[src/rtl/serial_sub_pkg.sv]
// Shared types and helpers for the bit-serial subtractor.
package serial_sub_pkg;

  typedef enum logic [1:0] {
    IDLE = 2'd0,
    RUN  = 2'd1,
    DONE = 2'd2
  } state_t;

  localparam int DEFAULT_WIDTH = 8;

  function automatic int cnt_w(input int width);
    return $clog2(width);
  endfunction

endpackage

[src/rtl/Full_Subtractor.sv]
// One-bit full subtractor: D = X - Y - Z, B is the borrow out.
module Full_Subtractor (
  output logic D,
  output logic B,
  input  logic X,
  input  logic Y,
  input  logic Z
);

  assign D = X ^ Y ^ Z;
  assign B = (~X & Y) | (~(X ^ Y) & Z);

endmodule

[src/rtl/serial_subtractor.sv]
// Bit-serial a - b, LSB first, one bit per clock through a single Full_Subtractor.
module serial_subtractor
  import serial_sub_pkg::*;
#(
  parameter int WIDTH = DEFAULT_WIDTH
) (
  input  logic             clk,
  input  logic             rst,
  input  logic             start,
  input  logic [WIDTH-1:0] a,
  input  logic [WIDTH-1:0] b,
  output logic             busy,
  output logic             done,
  output logic [WIDTH-1:0] diff,
  output logic             borrow_out
);

  localparam int CW = cnt_w(WIDTH);

  state_t           state, next_state;
  logic [WIDTH-1:0] a_sr, b_sr, res_sr;
  logic [CW-1:0]    cnt;
  logic             borrow;
  logic             fs_d, fs_b;
  logic             last_bit;

  Full_Subtractor u_fs (fs_d, fs_b, a_sr[0], b_sr[0], borrow);

  assign last_bit = (cnt == CW'(WIDTH - 1));

  always_ff @(posedge clk or posedge rst) begin
    if (rst) state <= IDLE;
    else     state <= next_state;
  end

  always_comb begin
    next_state = state;
    busy       = 1'b0;
    done       = 1'b0;
    case (state)
      IDLE: if (start) next_state = RUN;
      RUN: begin
        busy = 1'b1;
        if (last_bit) next_state = DONE;
      end
      DONE: begin
        done       = 1'b1;
        next_state = IDLE;
      end
      default: next_state = IDLE;
    endcase
  end

  // Result bits enter at the MSB so the LSB-first stream lands in place after WIDTH shifts.
  always_ff @(posedge clk or posedge rst) begin
    if (rst) begin
      a_sr       <= '0;
      b_sr       <= '0;
      res_sr     <= '0;
      borrow     <= 1'b0;
      cnt        <= '0;
      diff       <= '0;
      borrow_out <= 1'b0;
    end else begin
      case (state)
        IDLE: begin
          if (start) begin
            a_sr   <= a;
            b_sr   <= b;
            borrow <= 1'b0;
            cnt    <= '0;
          end
        end
        RUN: begin
          a_sr   <= a_sr >> 1;
          b_sr   <= b_sr >> 1;
          res_sr <= {fs_d, res_sr[WIDTH-1:1]};
          borrow <= fs_b;
          if (last_bit) begin
            diff       <= {fs_d, res_sr[WIDTH-1:1]};
            borrow_out <= fs_b;
          end else begin
            cnt <= cnt + CW'(1);
          end
        end
        default: ;
      endcase
    end
  end

endmodule

[config.mk]
export PLATFORM = sky130hd
export DESIGN_NAME = serial_subtractor
export DESIGN_NICKNAME = d
export VERILOG_FILES = /design/src/rtl/serial_sub_pkg.sv /design/src/rtl/Full_Subtractor.sv /design/src/rtl/serial_subtractor.sv
export SDC_FILE = /design/constraint.sdc
export NUM_CORES = 1
export LEC_CHECK = 0
export ABC_AREA = 1
export CORE_MARGIN = 1
export CORE_UTILIZATION = 56
export CTS_CLUSTER_SIZE = 8
export DETAILED_ROUTE_END_ITERATION = 12
export PLACE_DENSITY = 0.95
export RECOVER_POWER = 25
export SYNTH_ARGS = -nofsm -noshare
export SYNTH_HDL_FRONTEND = slang
export SYNTH_SLANG_ARGS = --single-unit
[constraint.sdc]
create_clock -name clk -period 2.7 [get_ports clk]
set_input_delay 0.81 -clock clk [delete_from_list [all_inputs] [get_ports clk]]
set_output_delay 0.81 -clock clk [all_outputs]
set_load 0.03 [all_outputs]
# Word-level counts from Yosys, hierarchy flattened
# Cells that the tools add are included.
[totals]
ff_bits = 39
[classes]
n_mux = 14
bitwise = 7
reduce_logical = 6
n_addsub = 1
eq_ne = 6
[op_table]
columns = ["cell", "n"]
rows = [
  ["$pmux W8 S2", 2],
  ["$mux W8", 2],
  ["$mux W3", 2],
  ["$ne A2 B2 Y1 const B", 3],
  ["$pmux W3 S2", 1],
  ["$reduce_and A2 Y1", 3],
  ["$mux W2", 2],
  ["$pmux W2 S2", 1],
  ["$add A3 B1 Y3 const B", 1],
  ["$eq A3 B3 Y1 const B", 1],
  ["$mux W1", 3],
  ["$reduce_and A3 Y1", 1],
  ["$and A1 B1 Y1", 2],
  ["$eq A2 B1 Y1 const B", 1],
  ["$eq A2 B2 Y1 const B", 1],
  ["$logic_not A2 Y1", 1],
  ["$not A1 Y1", 2],
  ["$pmux W1 S2", 1],
  ["$reduce_bool A2 Y1", 1],
  ["$xor A1 B1 Y1", 2],
  ["$or A1 B1 Y1", 1],
]

# Depth between registers and ports, before layout
# Gate-level depths: netlist (run 1).
[logic_depth]
ltp_word = 5
mapped_depth = 6
ltp_nobuf = 6

# Hierarchy
# From an unflattened synthesis (run 1), not the netlist that was laid out.
[unflattened]
hier_cells = 211
area_unflattened_um2 = 1776.7
[by_module_without_submodules]
columns = ["mod", "n_inst", "seq_area_each_um2", "area_each_um2", "cells_per_inst"]
rows = [
  ["serial_subtractor", 1, 950.9, 1745.4, 207],
  ["Full_Subtractor", 1, 0.0, 31.3, 4],
]

# Worst setup path after synthesis (run 1)
# Ideal clock, no wire load.
[synth_timing]
path_kind = "register to output"
startpoint = "register state[1]"
endpoint = "output port done"
stages_incl_launch_ff = 4
slack_ps = 858
arrival_time_ps = 1032
required_time_ps = 1890
cell_sequence = "dfrtp_1 -> inv_2 -> buf_1 -> nor2_1"
[synth_between]
elab_chain_cells = 2
[synth_rtl]
columns = ["element", "line_no", "text"]
rows = [
  ["start, declared", "serial_subtractor.sv:20", "state_t state, next_state;"],
  ["start signal, assigned", "serial_subtractor.sv:33", "else state <= next_state;"],
  ["$eq A2 B2 Y1", "serial_subtractor.sv:40", "case (state)"],
  ["$mux W1", "serial_subtractor.sv:40", ""],
  ["end, declared", "serial_subtractor.sv:13", "output logic done,"],
]
# Every way passes these cells.

# Worst setup path after layout (run 1)
# Ends and elaborated chain as after synthesis.

==> results.txt, run 1 <==
Part of the cycle the worst path needs - 95.1%
First-pass GRT wire length - 5670 um
Number of remaining DRC errors - 0
Final antenna-violating net count - 0
PwrDens - 1040 nW/um^2
Critical path depth - 3
Commonest cells after routing, fill and taps aside - 70 x nand2_1, 38 x dfrtp_1, 31 x nand3_1
Worst Path Max Fanout - 16
Initial core utilization - 60.9%
Max incr delay on CP - 0.71 ns
Commonest non-fill, non-tap cell in the layout - nand2_1
Hold Path Depth - 2
I/O Pins - 30
Status - complete, no violations
Fillers - 218
Min cycle time layout - 2.57 ns
Total Nets Final - 244
Worst Path Required - 1.89 ns
Actual slew at the worst max-slew pin - 0.900 ns
Die X - 57.7 um
Core region area - 2850 um^2
Drt first pass iters - 4
Hold Vio Cnt, Final - 0
Largest net degree at the start of global routing - 39
Synth top area cells - dfrtp_1 55%, nand2_1 15%, nand3_1 8.9%, nand4_1 4.3%, inv_1 2.2%
Worst path buffer plus inverter count - 2
Syn Std Cell Area - 1740 um^2
Min Hold Slack - 0.476 ns
# Max-Cap Violations - 0
Yosys top cell area share - 54.8%
CTS buffer count - 5
Fmax - 0.389 GHz
# rows - 19
Die area - 3330 um^2
Gr usage total - 22.9%
Seq/Total Area, Yosys - 54.8%
Post-layout instance count excluding filler cells - 253
Crit end category - output pin
Worst-path clk slew - 0.10 ns
1st-iter DRT viols - 74
Critical path type - flop to output pin
Share of total power in the clock network - 12.8%
HP Class - flop to flop
Clk_skew - 0.00345 ns
Crit path cell chain - inv_2 > nor2_1 > clkdlybuf4s50_1
Logic pwr share - 43.3%
Final WL - 3340 um
Synth warnings - 0
Post-Syn Instances - 192
Vias in the first global route - 1298
CTS sink count - 38
Unrepaired setup endpoints after global routing - no
Root Driver - clkbuf_4
Fin util - 72.0%
Via density per instance - 5.47
Area Overhead vs Synth - 18.3%
Yosys cell types - 20
Syn_nets - 214
CP Data Arrival Time - 1.76 ns
FF+latch count, synth - 38
Clk buf depth - 2
GRT overflow - 0
Vias - 1385
Initial antenna violation count - 0
Crit start category - flop
Syn_area_per_cell - 9.05 um^2
Switching Power - 0.897 mW
Area leader, netlist - dfrtp_1
Antenna fix cells - 0
Register Area - 951 um^2
Pwr Total - 2.13 mW
TritonCTS clock tree - built
Share of layout cells above drive strength 1 - 9.01%
Endpoints failing setup - 0
Wire length per cell - 13.2 um
R2R Setup Slk - 1.26 ns
Placed Cells - 246
Die Ht - 57.7 um
Peak VDD IR - 0.616 mV
Family with the most delay on the worst path - buffers and inverters
# H-tree levels - 2
Register share of total power - 43.9%
Clock Latency Late Sink - 0.35 ns
DP Wirelength - 2240 um
Final slew viol count - 0
Buffers on Ports - 29
Static leakage - 1.04 nW
Register-to-Register Path Depth - 6
Final setup TNS - 0 ns
Multi-input gate area - 661 um^2
Post-CTS setup buffer count - 0
RD Place Congestion - 0.782
Slew margin rel. - 40.0%
Internal power - 1.24 mW
Critical-path top delay cell - clkdlybuf4s50_1
Net Sw Frac - 42.0%
[logic make-up after synthesis]
group	after synthesis	share of synthesized area [%]
AOI/OAI and AO/OA	3	0.864
adders and majority gates	3	2.59
buffers and inverters	21	7.20
DFF	38	54.8
and+or+nand+nor	127	34.6
[power groups by stage]
stage	Sequential [mW]	Clock (mW)	Combinational [mW]
global route	0.968	0.304	1.03
global placement	0.936	0	0.887
detailed placement	0.947	0	0.929
floorplan	1.03	0	0.603
finish	0.937	0.273	0.924
CTS	0.935	0.277	0.926
[timing repair]
item                                    CTS  global route
resized for setup                         1             0
hold buffers                              0             0
endpoints found under the setup margin    1             0
[synth_stat cells]
library cell  number
buf_8              2
nand2_4            1
nand2_1           70
inv_6              1
o21ai_0            1
buf_6              2
buf_2              3
fa_1               1
nand3_2            3
o21ai_1            2
nor2_8             1
buf_1              2
nand2_2            5
inv_1             10
nor2_1             4
nand4_1           12
inv_2              1
dfrtp_1           38
nand3_1           31
ha_1               2
[state kept, by name (all words and copies together) (netlist names)]
name,cells
state,2
borrow,1
diff,8
res_sr,7
a_sr,8
borrow_out,1
cnt,3
b_sr,8
[through the flow]
| step | cell area, um^2 | worst slack (ns) |
|---|---|---|
| 2_1_floorplan | 1740 | 0.858 |
| 3_3_place_gp | 2010 | 0.346 |
| 3_5_place_dp | 2010 | 0.303 |
| 4_1_cts | 2060 | 0.137 |
| 5_1_grt | 2050 | 0.0634 |
| 6_report | 2050 | 0.132 |
[final cells by class]
cell class,count,area share [%]
timing repair buffer,32,15.0
tap,31,1.89
multi-input combinational,133,32.2
sequential,38,46.3
clock buffer,7,2.19
inverter,12,2.44
[layer usage]
layer  share of wire [%]  global-route usage (%)  vias to the layer above
met4                 1.1                    8.50                        0
met5                   0                       0                        -
met3                 6.2                    7.81                        5
met1                  43                    30.3                      654
li1                    -                       -                      685
met2                  50                    35.5                       41
[final timing paths]
| kind | from | end |
|---|---|---|
| worst min register to register | diff[3]$_DFFE_PP0P_ | diff[3]$_DFFE_PP0P_ |
| max in group asynchronous | rst | cnt[0]$_DFFE_PP0P_ |
| worst min-delay path | diff[3]$_DFFE_PP0P_ | diff[3]$_DFFE_PP0P_ |
| min in group asynchronous | rst | a_sr[1]$_DFFE_PP0P_ |
| worst max-delay path | state[1]$_DFFE_PP0P_ | done |
| worst max register to register | state[1]$_DFFE_PP0P_ | cnt[0]$_DFFE_PP0P_ |
[worst register-to-register path: stages (launching register included)]
cell and delay (ns):
dfrtp_1 0.41, inv_2 0.23, nand2_4 0.11, buf_4 0.25
nor2_1 0.21, nand2_1 0.10, nand2_1 0.07
(Power assumes the default switching activity.)
==> run 2: changes to the inputs <==
- SKIP_CTS_REPAIR_TIMING: unset -> 1
==> run 2 against run 1 <==
Against the previous run: final cell count unchanged; clock skew about the same; fmax about the same; die area unchanged; flip-flop and latch count unchanged; sequential power about the same; non-clock buffer count unchanged; core utilization up 0.13 points; first-iteration DRC count unchanged; global-route usage about the same; routed wire length down 0.42%; largest power group unchanged.
==> results.txt, run 2 (synthesis gave the netlist of run 1 again) <==
Vias - 1383
HP Class - flop to flop
Static leakage - 1.05 nW
Net Sw Frac - 41.9%
Share of total power in the clock network - 12.8%
Crit end category - output pin
Post-layout instance count excluding filler cells - 253
Gr usage total - 22.9%
RD Place Congestion - 0.782
Worst-path clk slew - 0.10 ns
Total Nets Final - 244
Crit path cell chain - inv_2 > nor2_1 > clkdlybuf4s50_1
Share of layout cells above drive strength 1 - 9.01%
Internal power - 1.24 mW
# Max-Cap Violations - 0
# H-tree levels - 2
Hold Vio Cnt, Final - 0
PwrDens - 1040 nW/um^2
TritonCTS clock tree - built
Placed Cells - 246
Final WL - 3320 um
Core region area - 2850 um^2
Area Overhead vs Synth - 18.5%
Fin util - 72.1%
Min cycle time layout - 2.57 ns
Crit start category - flop
Die area - 3330 um^2
Top Registers - a_sr: 8 flops, b_sr: 8 flops, diff: 8 flops
Initial antenna violation count - 0
Number of remaining DRC errors - 0
Commonest cells after routing, fill and taps aside - 70 x nand2_1, 38 x dfrtp_1, 31 x nand3_1
Drt first pass iters - 6
Clk buf depth - 2
Switching Power - 0.896 mW
Worst path buffer plus inverter count - 2
Die Ht - 57.7 um
Fin area - 2060 um^2
Critical path type - flop to output pin
Fmax - 0.390 GHz
Commonest non-fill, non-tap cell in the layout - nand2_1
Final antenna-violating net count - 0
Pwr Total - 2.14 mW
Final setup TNS - 0 ns
Actual slew at the worst max-slew pin - 0.899 ns
Logic pwr share - 43.4%
Worst Path Required - 1.89 ns
Max incr delay on CP - 0.71 ns
Initial core utilization - 60.9%
1st-iter DRT viols - 74
Vias in the first global route - 1296
Slew margin rel. - 40.0%
CP Data Arrival Time - 1.76 ns
I/O Pins - 30
Clk_skew - 0.00343 ns
Root Driver - clkbuf_4
Final slew viol count - 0
Register share of total power - 43.8%
Placed standard-cell area - 2010 um^2
Peak VDD IR - 0.614 mV
Clock Latency Late Sink - 0.35 ns
Antenna fix cells - 0
Critical-path top delay cell - clkdlybuf4s50_1
DP Wirelength - 2240 um
Endpoints failing setup - 0
Unrepaired setup endpoints after global routing - no
Largest net degree at the start of global routing - 39
CTS buffer count - 5
Wire length per cell - 13.1 um
# rows - 19
Die X - 57.7 um
Via density per instance - 5.47
First-pass GRT wire length - 5660 um
Status - complete, no violations
Family with the most delay on the worst path - buffers and inverters
Worst Path Max Fanout - 16
CTS sink count - 38
GRT overflow - 0
Buffers on Ports - 29
Part of the cycle the worst path needs - 95.1%
run 2: cell types whose count changed in the layout (fill, tap and decap cells not counted), sizes merged:
| cell | change |
|---|---|
| dlygate4sd2 | -1 |
| dlymetal6s2s | +1 |
run 2: per-stage QoR:
| step | worst slack, ns | hold slack [ns] |
|---|---|---|
| finish | 0.133 | 0.476 |
| global route | 0.0634 | 0.512 |
| CTS | -0.0873 | 0.482 |
| detailed placement | 0.303 | 0.457 |
| global placement | 0.346 | 0.452 |
| floorplan | 0.858 | 0.446 |
run 2: power by group through the flow:
| stage | Clock (mW) | Combinational, mW | Sequential, mW |
|---|---|---|---|
| after floorplan | 0 | 0.603 | 1.03 |
| after global placement | 0 | 0.887 | 0.936 |
| after detailed placement | 0 | 0.929 | 0.947 |
| after CTS | 0.277 | 0.931 | 0.935 |
| after global routing | 0.304 | 1.03 | 0.968 |
| final | 0.273 | 0.927 | 0.937 |
run 2: final timing paths:
| path | slack, ns | cells past startpoint | startpoint | endpoint |
|---|---|---|---|---|
| worst max-delay path | 0.13 | 3 | state[1]$_DFFE_PP0P_ | done |
| worst min-delay path | 0.48 | 2 | diff[3]$_DFFE_PP0P_ | diff[3]$_DFFE_PP0P_ |
| worst max register to register | 1.26 | 6 | state[1]$_DFFE_PP0P_ | cnt[0]$_DFFE_PP0P_ |
| worst min register to register | 0.48 | 2 | diff[3]$_DFFE_PP0P_ | diff[3]$_DFFE_PP0P_ |
| max in group asynchronous | 0.98 | 3 | rst | cnt[0]$_DFFE_PP0P_ |
| min in group asynchronous | 1.16 | 3 | rst | b_sr[3]$_DFFE_PP0P_ |
run 2: area by class of cell:
type                            instances  area (um^2)
Tap cell                               31         38.8
Fill cell                             216          795
Multi-Input combinational cell        133          661
Inverter                               12         50.0
Sequential cell                        38          951
Clock buffer                            7         45.0
Timing Repair Buffer                   32          313
run 2: routing by layer:
metal	track usage, %	vias to the layer above	wire length [um]
met4	8.50	0	37
met5	0	-	0
li1	-	685	-
met1	30.2	647	1420
met2	35.5	46	1650
met3	7.81	5	219
run 2: worst min-delay path: cells and delay by family, from the launching register on:
kind | cells | cell delay, ns
DFF | 1 | 0.35
and+or+nand+nor | 2 | 0.09
==> run 3: changes to the inputs <==
- ABC_CLOCK_PERIOD_IN_PS: unset -> 2700
- CORE_UTILIZATION: 56 -> 30
- PLACE_DENSITY: 0.95 -> 0.61
- SETUP_SLACK_MARGIN: unset -> 0.1
==> run 3 against run 2 <==
Against the previous run: via count down 2.9%; core utilization down 32 points; die area up 83%; fmax up 0.50%; sequential share of layout area down 3.0 points; global-route usage down 10 points; power up 14%; register-to-register slack worse by 0.61 ns; first-iteration DRC count up 110%; clock power up 110%.
==> results.txt, run 3 (synthesis gave the netlist of run 1 again) <==
Die Ht - 78.1 um
First-pass GRT wire length - 5810 um
Initial antenna violation count - 0
Hold Vio Cnt, Final - 0
Endpoints failing setup - 0
# rows - 27
Hold path start - diff[2]$_DFFE_PP0P_
TritonCTS clock tree - built
Final antenna-violating net count - 0
Via density per instance - 4.54
Crit path from - state[1]$_DFFE_PP0P_
Area Overhead vs Synth - 26.9%
CTS buffer count - 5
I/O Pins - 30
Commonest non-fill, non-tap cell in the layout - nand2_1
Final WL - 3430 um
PwrDens - 1100 nW/um^2
Clk buf depth - 2
Clk_skew - 0.00575 ns
Peak VDD IR - 0.374 mV
HP Class - flop to flop
Worst-path clk slew - 0.08 ns
Share of layout cells above drive strength 1 - 10.3%
Crit end category - output pin
# Max-Cap Violations - 0
GRT overflow - 0
Place WS - 0.455 ns
Total Nets Final - 245
Status - complete, no violations
Vias - 1343
DP Wirelength - 2280 um
RD Place Congestion - 0.730
CP Data Arrival Time - 1.74 ns
Setup ws final - 0.146 ns
Largest net degree at the start of global routing - 39
CTS sink count - 38
Final slew viol count - 0
Slew margin rel. - 11.2%
Static leakage - 1.09 nW
Part of the cycle the worst path needs - 94.6%
Number of remaining DRC errors - 0
Unrepaired setup endpoints after global routing - yes
Commonest cells after routing, fill and taps aside - 70 x nand2_1, 38 x dfrtp_1, 31 x nand3_1
Buffers on Ports - 29
Gr usage total - 12.4%
Worst Path Required - 1.89 ns
Wire length per cell - 11.6 um
Worst Path Max Fanout - 16
Crit start category - flop
Top Registers - a_sr: 8 flops, b_sr: 8 flops, diff: 8 flops
Die area - 6100 um^2
Critical path type - flop to output pin
# H-tree levels - 2
Initial core utilization - 31.3%
Drt first pass iters - 4
Core region area - 5540 um^2
Actual slew at the worst max-slew pin - 1.33 ns
Final setup TNS - 0 ns
Vias in the first global route - 1255
Min cycle time layout - 2.55 ns
1st-iter DRT viols - 159
RR Startpoint - state[1]$_DFFE_PP0P_
Fmax - 0.392 GHz
Antenna fix cells - 0
Die X - 78.1 um
Root Driver - clkbuf_8
Clock Latency Late Sink - 0.29 ns
run 3: final cells by class:
cell class                 count  area (um^2)
fill                         573         3340
multi-input combinational    133          661
sequential                    38          951
clock inverter                 3         68.8
inverter                      12         50.0
tap                           72         90.1
timing repair buffer          33          314
clock buffer                   5         68.8
run 3: where the power goes:
part / switching [mW] / internal [mW] / total [mW]
Sequential: 0.137 / 0.800 / 0.937
Clock: 0.209 / 0.370 / 0.580
Combinational: 0.568 / 0.349 / 0.917
run 3: path summary, 6_finish.rpt:
path,to,slack (ns),cells after the start
setup / recovery,busy,0.15,4
hold / removal,diff[2]$_DFFE_PP0P_,0.47,2
setup reg to reg,cnt[1]$_DFFE_PP0P_,0.65,6
hold reg to reg,diff[2]$_DFFE_PP0P_,0.47,2
max in group asynchronous,b_sr[2]$_DFFE_PP0P_,0.89,3
min in group asynchronous,res_sr[1]$_DFFE_PP0N_,1.24,3
run 3: stage by stage:
step	instance area, um^2	util, %	power, mW	hold WS (ns)	std cells
after floorplan	1740	-	1.64	0.446	192
after global placement	2070	37.4	1.86	0.458	288
after detailed placement	2070	37.4	1.89	0.463	288
after CTS	2210	39.9	2.47	0.481	296
after global routing	2200	39.8	2.61	0.508	296
final	2200	39.8	2.43	0.473	296
run 3: critical path: stages (launching register included):
cell	delay, ns
dfrtp_1	0.39
inv_2	0.24
nand2_4	0.10
inv_6	0.06
clkdlybuf4s50_1	0.66
run 3: per-layer routing:
metal / share of wire, % / vias up / track usage (%)
li1: - / 685 / -
met1: 48 / 628 / 16.0
met2: 46 / 24 / 19.3
met3: 4.3 / 6 / 3.84
met4: 1.5 / 0 / 5.00
met5: 0 / - / 0
==> RTL edit, RTL diff (settings of run 1) <==
Put one more register stage on the output `diff`, cleared by the reset. The value now appears one clock later. The other outputs are not delayed to match.
--- a/src/rtl/serial_subtractor.sv
+++ b/src/rtl/serial_subtractor.sv
@@ -17,4 +17,6 @@
 
   localparam int CW = cnt_w(WIDTH);
+
+  logic [WIDTH-1:0] diff_s0;
 
   state_t           state, next_state;
@@ -60,5 +62,5 @@
       borrow     <= 1'b0;
       cnt        <= '0;
-      diff       <= '0;
+      diff_s0    <= '0;
       borrow_out <= 1'b0;
     end else begin
@@ -78,5 +80,5 @@
           borrow <= fs_b;
           if (last_bit) begin
-            diff       <= {fs_d, res_sr[WIDTH-1:1]};
+            diff_s0    <= {fs_d, res_sr[WIDTH-1:1]};
             borrow_out <= fs_b;
           end else begin
@@ -89,4 +91,12 @@
   end
 
+  always_ff @(posedge clk or posedge rst) begin
+    if (rst) begin
+      diff <= '0;
+    end else begin
+      diff <= diff_s0;
+    end
+  end
+
 endmodule
 
Function: changed (Yosys sat finds a counterexample within 10 cycles, from zero or initial values and one cycle with rst high).
==> RTL edit against run 1 <==
  * Fmax is 2.0% higher
  * Setup slack better by 0.050 ns
  * Design area rose by 15%
  * Routed wire length is 17% higher
  * Synthesized cell count rose by 14%
  * Area after synthesis increased by 11%
  * Sequential cell count grew 8
  * Total power grew 30%
==> RTL edit: results (changes against run 1) <==
[status]
status=finished clean

[synthesis]
synth_seq_area_share=0.596  ; +0.0483
synth.area.top_cells=dfrtp_1 60%, nand2_1 19%, nand3_1 5.2%
yosys-top-cells-count=98 x nand2_1, 46 x dfrtp_1, 20 x nand3_1, 16 x inv_1, 16 x o21ai_0
syn_nets=240  ; +12%
ys_types=17  ; -15%

[layout]
diodes=0  ; unchanged
nets=271  ; +11%
drive_gt1_frac=0.0680  ; -0.0221

[sta]
final.setup_skew_ns=0.0136  ; +0.0102 ns
worstMarginPinSlew_ns=0.906  ; +0.00543 ns

[critical_path]
reg2reg_setup_slack_ns=0.80  ; -0.46 ns
crit_fanout=4  ; -12
crit_arrival_ns=1.71  ; -0.05 ns
cp_slowest_stage_delay_ns=0.72
r2r_cells=7  ; +1
worstSetupStartpoint=state[0]
timing.rr.end=b_sr[1]

[min_path]
hold_depth=0  ; -2
hold_end=diff[1]
hp-start=diff_s0[1]
worstHoldPathType=reg2reg

[clock_network]
clk_latency_ns=0.36
ctsResizeCount=0  ; -1
clockBufferDepth=2  ; unchanged
root_buffer=clkbuf_4
path_clk_slew_ns=0.13  ; +0.03 ns

[place]
portBuffers=29  ; unchanged
hpwl_um=2700  ; +20%
gp_congestion=0.819  ; +4.6%

[grt]
grt_max_degree=31  ; -21%
grt_use_total=0.246  ; +0.0172
grt_pass1_wl_um=6330  ; +12%
grt_pass1_vias=1529  ; +18%

[drt]
wl_um=3910  ; +17%
via_per_inst=5.16  ; -5.7%
drtIter0Drc=87  ; +18%

[power]
leakagePower_nw=1.24  ; +19%
ir_drop_v=0.000576  ; -6.4%

[RTL edit: cell count changes after synthesis, moves of 2 or more]
cell / before / now
nand2_2: 5 / 1
inv_1: 10 / 16
nand4_1: 12 / 0
buf_8: 2 / 0
nand3_2: 3 / 0
dfrtp_1: 38 / 46
buf_1: 2 / 0
o21ai_0: 1 / 16
nand3_1: 31 / 20
nand2_1: 70 / 98
[RTL edit: kinds of logic (layout without fill, tap and decap cells)]
group | after synthesis | count (layout) | synth area share
AOI/OAI and AO/OA | 19 | 19 | 0.0551
adders and majority gates | 3 | 3 | 0.0233
buffers and inverters | 27 | 59 | 0.0687
DFF | 46 | 46 | 0.596
and+or+nand+nor | 123 | 123 | 0.257
[RTL edit: cell type report]
cell class / instances / area [µm²]
flip-flops and latches: 46 / 1150
fillers: 229 / 785
multi-input cells: 145 / 648
repair buffers: 33 / 335
inverters: 18 / 67.6
clock inverters: 2 / 60.1
well taps: 44 / 55.1
clock buffers: 6 / 51.3
[RTL edit: routing by layer]
metal | GRT usage | vias to the layer above | share of wire
met1 | 0.279 | 725 | 0.41
met4 | 0.166 | 0 | 0.030
met5 | 0 | - | 0
met2 | 0.411 | 45 | 0.52
li1 | - | 737 | -
met3 | 0.0640 | 11 | 0.037
[RTL edit: stage by stage]
step                      setup slack [ns]  power, mW  hold slack, ns  cell area [µm²]  cells
final                                0.182       2.78           0.390             2370    294
after global routing                 0.132       2.99           0.397             2370    294
after CTS                           0.0626       2.80           0.389             2370    294
after detailed placement             0.485       2.27           0.361             2250    286
after global placement               0.544       2.18           0.357             2250    286
after floorplan                      0.802       1.93           0.354             1930    218
[RTL edit: where the power goes]
group / internal (mW) / switching (mW)
combinational: 0.409 / 0.708
sequential: 0.988 / 0.150
clock: 0.314 / 0.213
total: 1.71 / 1.07
